**config.mk**
```make
export PLATFORM = sky130hd
export DESIGN_NAME = clk_freq_meter
export DESIGN_NICKNAME = d
export VERILOG_FILES = /design/src/rtl/clk_freq_meter.sv
export SDC_FILE = /design/constraint.sdc
export NUM_CORES = 1
export LEC_CHECK = 0
export ABC_CLOCK_PERIOD_IN_PS = 4200
export CAP_MARGIN = 10
export CORE_AREA = 5 5 146 92
export CTS_CLUSTER_DIAMETER = 40
export DETAILED_ROUTE_END_ITERATION = 10
export DIE_AREA = 0 0 151 97
export DONT_BUFFER_PORTS = 1
export GPL_ROUTABILITY_DRIVEN = 0
export HOLD_SLACK_MARGIN = 0.03
export PLACE_DENSITY_LB_ADDON = 0.3
export SETUP_SLACK_MARGIN = 0.4
export SLEW_MARGIN = 5
export SYNTH_ARGS = -nofsm -noshare
export SYNTH_HDL_FRONTEND = slang
export SYNTH_SLANG_ARGS = --single-unit
```
**constraint.sdc**
```tcl
create_clock -name clk -period 4.2 [get_ports clk]
set_input_delay 1.26 -clock clk [delete_from_list [all_inputs] [get_ports clk]]
set_output_delay 1.26 -clock clk [all_outputs]
set_load 0.005 [all_outputs]
```
**src/rtl/clk_freq_meter.sv**
```systemverilog
// Measures period and high time of a slow square wave in clk cycles.
// Define FREQ_METER_AVG4_EN to report the average over 4 consecutive periods.
module clk_freq_meter #(
    parameter int unsigned CNT_W       = 33,
    parameter int unsigned SYNC_STAGES = 2,
    parameter int unsigned TIMEOUT     = 100000000
) (
    input  logic             clk,
    input  logic             rst,
    input  logic             sig_in,
    input  logic             start,
    output logic             busy,
    output logic             valid,
    output logic             timeout,
    output logic [CNT_W-1:0] period_out,
    output logic [CNT_W-1:0] high_out
);

    localparam int unsigned    SUM_W    = CNT_W + 2;
    localparam logic [CNT_W-1:0] CNT_LAST = CNT_W'(TIMEOUT - 1);

    typedef enum logic [1:0] {
        IDLE      = 2'd0,
        WAIT_RISE = 2'd1,
        MEASURE   = 2'd2
    } state_t;

    state_t                 state_q, state_d;
    logic [SYNC_STAGES-1:0] sync_q, sync_d;
    logic                   prev_q, prev_d;
    logic [CNT_W-1:0]       cnt_q, cnt_d;
    logic                   hi_done_q, hi_done_d;
    logic [CNT_W-1:0]       hi_cap_q, hi_cap_d;
    logic                   busy_q, busy_d;
    logic                   valid_q, valid_d;
    logic                   timeout_q, timeout_d;
    logic [CNT_W-1:0]       period_q, period_d;
    logic [CNT_W-1:0]       high_q, high_d;
`ifdef FREQ_METER_AVG4_EN
    logic [1:0]             per_q, per_d;
    logic [SUM_W-1:0]       psum_q, psum_d;
    logic [SUM_W-1:0]       hsum_q, hsum_d;
    logic [SUM_W-1:0]       psum_next, hsum_next;
`endif

    logic             s;
    logic             rise;
    logic             fall;
    logic [CNT_W-1:0] cnt_inc;

    assign s       = sync_q[SYNC_STAGES-1];
    assign rise    = s & ~prev_q;
    assign fall    = ~s & prev_q;
    assign cnt_inc = cnt_q + CNT_W'(1);

    // Next-state and output logic
    always_comb begin
        state_d   = state_q;
        sync_d    = {sync_q[SYNC_STAGES-2:0], sig_in};
        prev_d    = s;
        cnt_d     = cnt_q;
        hi_done_d = hi_done_q;
        hi_cap_d  = hi_cap_q;
        valid_d   = 1'b0;
        timeout_d = 1'b0;
        period_d  = period_q;
        high_d    = high_q;
`ifdef FREQ_METER_AVG4_EN
        per_d     = per_q;
        psum_d    = psum_q;
        hsum_d    = hsum_q;
        psum_next = psum_q + SUM_W'(cnt_inc);
        hsum_next = hsum_q + SUM_W'(hi_cap_q);
`endif

        case (state_q)
            IDLE: begin
                if (start) begin
                    state_d = WAIT_RISE;
                    cnt_d   = '0;
                end
            end
            WAIT_RISE: begin
                if (rise) begin
                    state_d   = MEASURE;
                    cnt_d     = '0;
                    hi_done_d = 1'b0;
`ifdef FREQ_METER_AVG4_EN
                    per_d     = 2'd0;
                    psum_d    = '0;
                    hsum_d    = '0;
`endif
                end else if (cnt_q == CNT_LAST) begin
                    state_d   = IDLE;
                    timeout_d = 1'b1;
                end else begin
                    cnt_d = cnt_inc;
                end
            end
            MEASURE: begin
                // Only the first fall after a rise marks the high time
                if (fall && !hi_done_q) begin
                    hi_cap_d  = cnt_inc;
                    hi_done_d = 1'b1;
                end
                if (rise) begin
`ifdef FREQ_METER_AVG4_EN
                    if (per_q == 2'd3) begin
                        state_d  = IDLE;
                        valid_d  = 1'b1;
                        period_d = CNT_W'(psum_next >> 2);
                        high_d   = CNT_W'(hsum_next >> 2);
                    end else begin
                        per_d     = per_q + 2'd1;
                        psum_d    = psum_next;
                        hsum_d    = hsum_next;
                        cnt_d     = '0;
                        hi_done_d = 1'b0;
                    end
`else
                    state_d  = IDLE;
                    valid_d  = 1'b1;
                    period_d = cnt_inc;
                    high_d   = hi_cap_q;
`endif
                end else if (cnt_q == CNT_LAST) begin
                    state_d   = IDLE;
                    timeout_d = 1'b1;
                end else begin
                    cnt_d = cnt_inc;
                end
            end
            default: state_d = IDLE;
        endcase

        busy_d = (state_d != IDLE);
    end

    always_ff @(posedge clk) begin
        if (rst) begin
            state_q   <= IDLE;
            sync_q    <= '0;
            prev_q    <= 1'b0;
            cnt_q     <= '0;
            hi_done_q <= 1'b0;
            hi_cap_q  <= '0;
            busy_q    <= 1'b0;
            valid_q   <= 1'b0;
            timeout_q <= 1'b0;
            period_q  <= '0;
            high_q    <= '0;
`ifdef FREQ_METER_AVG4_EN
            per_q     <= 2'd0;
            psum_q    <= '0;
            hsum_q    <= '0;
`endif
        end else begin
            state_q   <= state_d;
            sync_q    <= sync_d;
            prev_q    <= prev_d;
            cnt_q     <= cnt_d;
            hi_done_q <= hi_done_d;
            hi_cap_q  <= hi_cap_d;
            busy_q    <= busy_d;
            valid_q   <= valid_d;
            timeout_q <= timeout_d;
            period_q  <= period_d;
            high_q    <= high_d;
`ifdef FREQ_METER_AVG4_EN
            per_q     <= per_d;
            psum_q    <= psum_d;
            hsum_q    <= hsum_d;
`endif
        end
    end

    assign busy       = busy_q;
    assign valid      = valid_q;
    assign timeout    = timeout_q;
    assign period_out = period_q;
    assign high_out   = high_q;

endmodule

```
### After elaboration in Yosys (flattened, before gate mapping)

Index checks and enable logic that the tools add are counted.

| cells by class | value |
|---|---|
| multiplexer cells | 15 |
| bitwise operators | 6 |
| equal/unequal tests | 7 |
| reductions and logical operators | 13 |
| add/subtract/negate cells | 1 |

Operators with widths:

| kind | number |
|---|---|
| $mux 33 | 4 |
| $pmux 33 s3 | 1 |
| $add 33x1->33 const B | 1 |
| $eq 33x27->1 const B | 1 |
| $mux 2 | 4 |
| $ne 2x2->1 const B | 4 |
| $pmux 2 s3 | 1 |
| $reduce_and 3->1 | 2 |
| $mux 1 | 4 |
| $not 1->1 | 4 |
| $reduce_and 2->1 | 2 |
| $reduce_bool 2->1 | 2 |
| $reduce_or 2->1 | 2 |
| $reduce_bool 3->1 | 1 |
| $reduce_or 3->1 | 1 |
| $and 1x1->1 | 2 |
| $eq 2x1->1 const B | 1 |
| $eq 2x2->1 const B | 1 |
| $logic_not 2->1 | 1 |
| $pmux 1 s2 | 1 |
| $logic_and 1x1->1 | 1 |
| $logic_not 1->1 | 1 |

| storage, ports and cells | value |
|---|---|
| output and inout bits | 69 |
| bits of input ports | 4 |
| bits in registers | 141 |
| logic and storage cells | 53 |

### Longest topological paths before layout

| depth | value |
|---|---|
| depth after elaboration | 5 |
| gate-level depth with buffers | 10 |
| depth with buffers taken out | 7 |

### Worst setup path before layout

Ideal clock, no wire load.

| path | value |
|---|---|
| path type | input-to-reg |
| start | input port start |
| end | register cnt_q[10] |
| data required time | 4.072 ns |
| buffers on the path | 2 |
| setup time | 0.128 ns |
| stages | 7 |
| data arrival time | 2.324 ns |
| setup slack | 1.748 ns |
| cell sequence | nor2b_1 or3_1 clkbuf_1 clkbuf_1 nor3_1 xnor2_1 nor2_1 |

| between the ends | value |
|---|---|
| cells in the longest elaborated chain, start to end | 2 |

RTL lines:

| what | line | text |
|---|---|---|
| from (decl) | 11 | `input logic start,` |
| $ne 2x2->1 (no line) | n/a |  |
| $reduce_and 3->1 (no line) | n/a |  |
| to (signal assigned) | 161 | `cnt_q <= cnt_d;` |
| to (decl) | 31 | `logic [CNT_W-1:0] cnt_q, cnt_d;` |

No other way between the ends.
A chain may end at the register's enable or synchronous reset.

### Worst setup path after layout

| path | value |
|---|---|
| start | register state_q[0] |
| end | register cnt_q[31] |

| between the ends | value |
|---|---|
| cells in the longest elaborated chain, start to end | 3 |
| elaborated cells between the ends (all ways) | 8 |
| those cells by class | eq/ne (4); mux (1); reduce/logical (3) |

RTL lines:

| what | line | text |
|---|---|---|
| from (decl) | 28 | `state_t state_q, state_d;` |
| from (signal assigned) | 158 | `state_q <= state_d;` |
| $eq 2x2->1 (tied with other cells) | 76 | `case (state_q)` |
| $ne 2x2->1 (no line) / $reduce_bool 3->1 (equally long branches) | n/a |  |
| $reduce_and 3->1 (no line) | n/a |  |

Parallel ways exist; a longest one is shown, timed or not.

==> metrics.md <==
| Metric | Value |
|---|---|
| Status | `finished clean` |
| Largest net degree at the start of global routing | `110` |
| P_sw | `607 µW` |
| Final wirelength | `14100 µm` |
| Root Buffer | `clkbuf_16` |
| Number of flops mapped to enable cells by yosys | `0` |
| Cell area after synthesis | `about 0.0059 mm²` |
| Final antenna-violating net count | `0` |
| Vias in the first global route | `between 4000 and 5000` |
| Mapped Cells | `roughly 680` |
| Post-synthesis sequential area ratio | `48.2%` |
| Pre-antenna DRT Iters | `5` |
| Grt ovf | `0` |
| Top-count cell post-synth | `dfxtp_1` |
| Logic gate share of total power | `under 10%` |
| Diode count | `0` |
| Top FF cell, synth | `dfxtp_1` |
| Seq pwr share | `~47%` |
| List of most frequent post-synthesis cells | `dfxtp_1, nor2_1, nand2_1, a211oi_1, a21oi_1` |
| Vias per cell | `about 5.7` |
| Wire per inst | `roughly 17 µm` |
| # clock sinks | `~140` |
| Least-Margin Pin Slew | `between 1000 and 1500 ps` |
| CTS clk-pin slew, worst paths | `60 ps` |
| Filler cell count | `1068` |
| Post-CTS setup buffers | `0` |
| Final net count | `666` |
| Initial antenna violation count | `0` |
| Die ar. | `0.0146 mm²` |
| Yosys top cell by area | `dfxtp_1` |
| Clock latency on the worst-skew pair | `~410 ps` |
| RSZ-0062 raised after global routing | `false` |
| Netlist cell types | `45` |
| Sw frac | `21.0%` |
| LEAKAGE | `2.10 nW` |
| Rows | `31` |
| Synth top area share | `just under 50%` |
| Clock Power Share | `approximately 51%` |
| First-pass GRT wire length | `roughly 23000 µm` |
| Hold buffers post-CTS | `0` |
| # setup viols final | `0` |
| Worst-case clock skew | `around 7.7 ps` |
| H-tree levels | `4` |
| Arr. time, crit path | `3260 ps` |
| Final TNS setup | `0 ps` |
| Tmin final | `approximately 2900 ps` |
| Critical Path Start Type | `register` |
| Core area | `0.0119 mm²` |
| Fmax | `343 MHz` |
| PortBufs | `0` |
| Final hold violation count | `0` |
| CTS Buffer Depth | `2` |
| Post-Syn Area per Cell | `8.58 µm²` |
| Die Ht | `approximately 97 µm` |
| Synth Register Bits | `141` |
| Share of cells above drive strength 1 | `just over 7%` |
| Synth Net Count | `approximately 700` |
| Routed vias | `roughly 4700` |
| Worst slew margin | `32.3%` |
| Largest cells by area after synthesis | `dfxtp_1, a211oi_1, nor2_1, nand2_1, xor2_1` |
| Min-delay worst type | `reg -> reg` |
| Crit-path max FO | `16` |
| PostCTS Resize Cnt | `0` |
| Iter 0 DRT Violations | `about 340` |
| Crit path kind | `reg -> reg` |
| Power per Cell Area | `444 mW/mm²` |
| Internal | `2.28 mW` |
| Total power | `2.89 mW` |
| CTS tree | `done` |
| Worst endpoint required time | `4550 ps` |
| CP Capture Type | `register` |
| Yosys warns | `0` |
| FFs w/ async S/R, synth | `0%` |
| Fin. max-slew vios | `0` |
| Layout area overhead | `11.1%` |
| Initial Util | `49.4%` |
| Worst vdd rail ir drop | `approximately 220 µV` |
| Clock buffer count from CTS | `17` |
| Overall routing resource usage | `approximately a fifth` |
| # IOs | `73` |
| Detailed Place HPWL | `~9500 µm` |
| Total of max-cap violations | `0` |
| DRC Markers | `0` |
| Die span in x | `roughly 150 µm` |
| Crit share post-route | `69.5%` |
## cell families (layout without fill, tap and decap cells)
kind of cell | Yosys count | count (layout) | share of synthesized area, %
mux | 5 | 5 | 0.854
compound gates | 138 | 138 | 14.9
simple gates | 282 | 282 | 23.4
flops | 141 | 141 | 48.2
fa+ha+maj | 6 | 6 | 1.28
xor+xnor | 47 | 47 | 7.03
buf+inv | 64 | 48 | 4.36
## layer usage
layer	vias up	share of wire (%)	global-route usage [%]
met4	0	1.5	6.34
met1	2211	49	28.8
met5	-	0	0
met3	16	8.0	6.45
met2	158	41	25.8
li1	2331	-	-
## cells in the final DEF (no fill, tap or decap), types with 12 or more instances in the layout
master / synthesis / final
dfxtp_1: 141 / 141
nand2_1: 87 / 87
nand3_1: 20 / 20
xnor2_1: 12 / 12
a211oi_1: 57 / 57
clkbuf_16: 0 / 17
a21oi_1: 54 / 54
nor2_1: 95 / 95
nand4_1: 21 / 21
xor2_1: 35 / 35
## power groups by stage
stage	registers, mW	logic (mW)	clock network [mW]
global route	1.35	0.0733	1.55
detailed placement	1.38	0.0646	0
CTS	1.35	0.0651	1.49
floorplan	1.38	0.0617	0
finish	1.35	0.0654	1.47
global placement	1.38	0.0624	0
## area by class of cell
cell class / count / area, µm² / share of cell area (%)
Sequential cell: 141 / 2820 / 43.4
Multi-Input combinational cell: 478 / 2790 / 42.9
Clock buffer: 21 / 470 / 7.23
Tap cell: 165 / 206 / 3.17
Clock inverter: 9 / 114 / 1.75
Timing Repair Buffer: 9 / 71.3 / 1.10
Inverter: 9 / 33.8 / 0.519
## sequential cells by signal, indices dropped and copies added, names as in the netlist
register / count
busy: 1
cnt_q: 33
hi_cap_q: 33
hi_done_q: 1
high_out: 33
period_out: 33
prev_q: 1
state_q: 2
sync_q: 2
timeout: 1
valid: 1
## worst max-delay path: stages (launching register included)
cell and delay [ps]:
dfxtp_1 460, inv_1 110, ha_1 280, and3b_2 250, nor3_2 800, nand4_1 380
or3_1 420, a21oi_1 140
## worst paths after layout
path                                                from                        to  slack (ps)  cells past startpoint
worst min-delay path            hi_cap_q[0]$_SDFFE_PP0P_  high_out[0]$_SDFFE_PP0P_         450                      2
worst max register to register     state_q[0]$_SDFF_PP0_    cnt_q[31]$_SDFFE_PP0P_        1280                      7
worst min register to register  hi_cap_q[0]$_SDFFE_PP0P_  high_out[0]$_SDFFE_PP0P_         450                      2
worst max-delay path               state_q[0]$_SDFF_PP0_    cnt_q[31]$_SDFFE_PP0P_        1280                      7
## stage by stage
stage                     instance area, µm²  worst slack (ps)  cells  utilization, %  hold slack [ps]
after global routing                    6510              1070    832            54.8              465
after floorplan                         5860              1750    683               -              414
after CTS                               6500              1100    831            54.8              444
after global placement                  5910              1230    801            49.8              437
after detailed placement                5910              1110    801            49.8              440
final                                   6510              1280    832            54.8              448
Power figures use the tool's default switching activity.
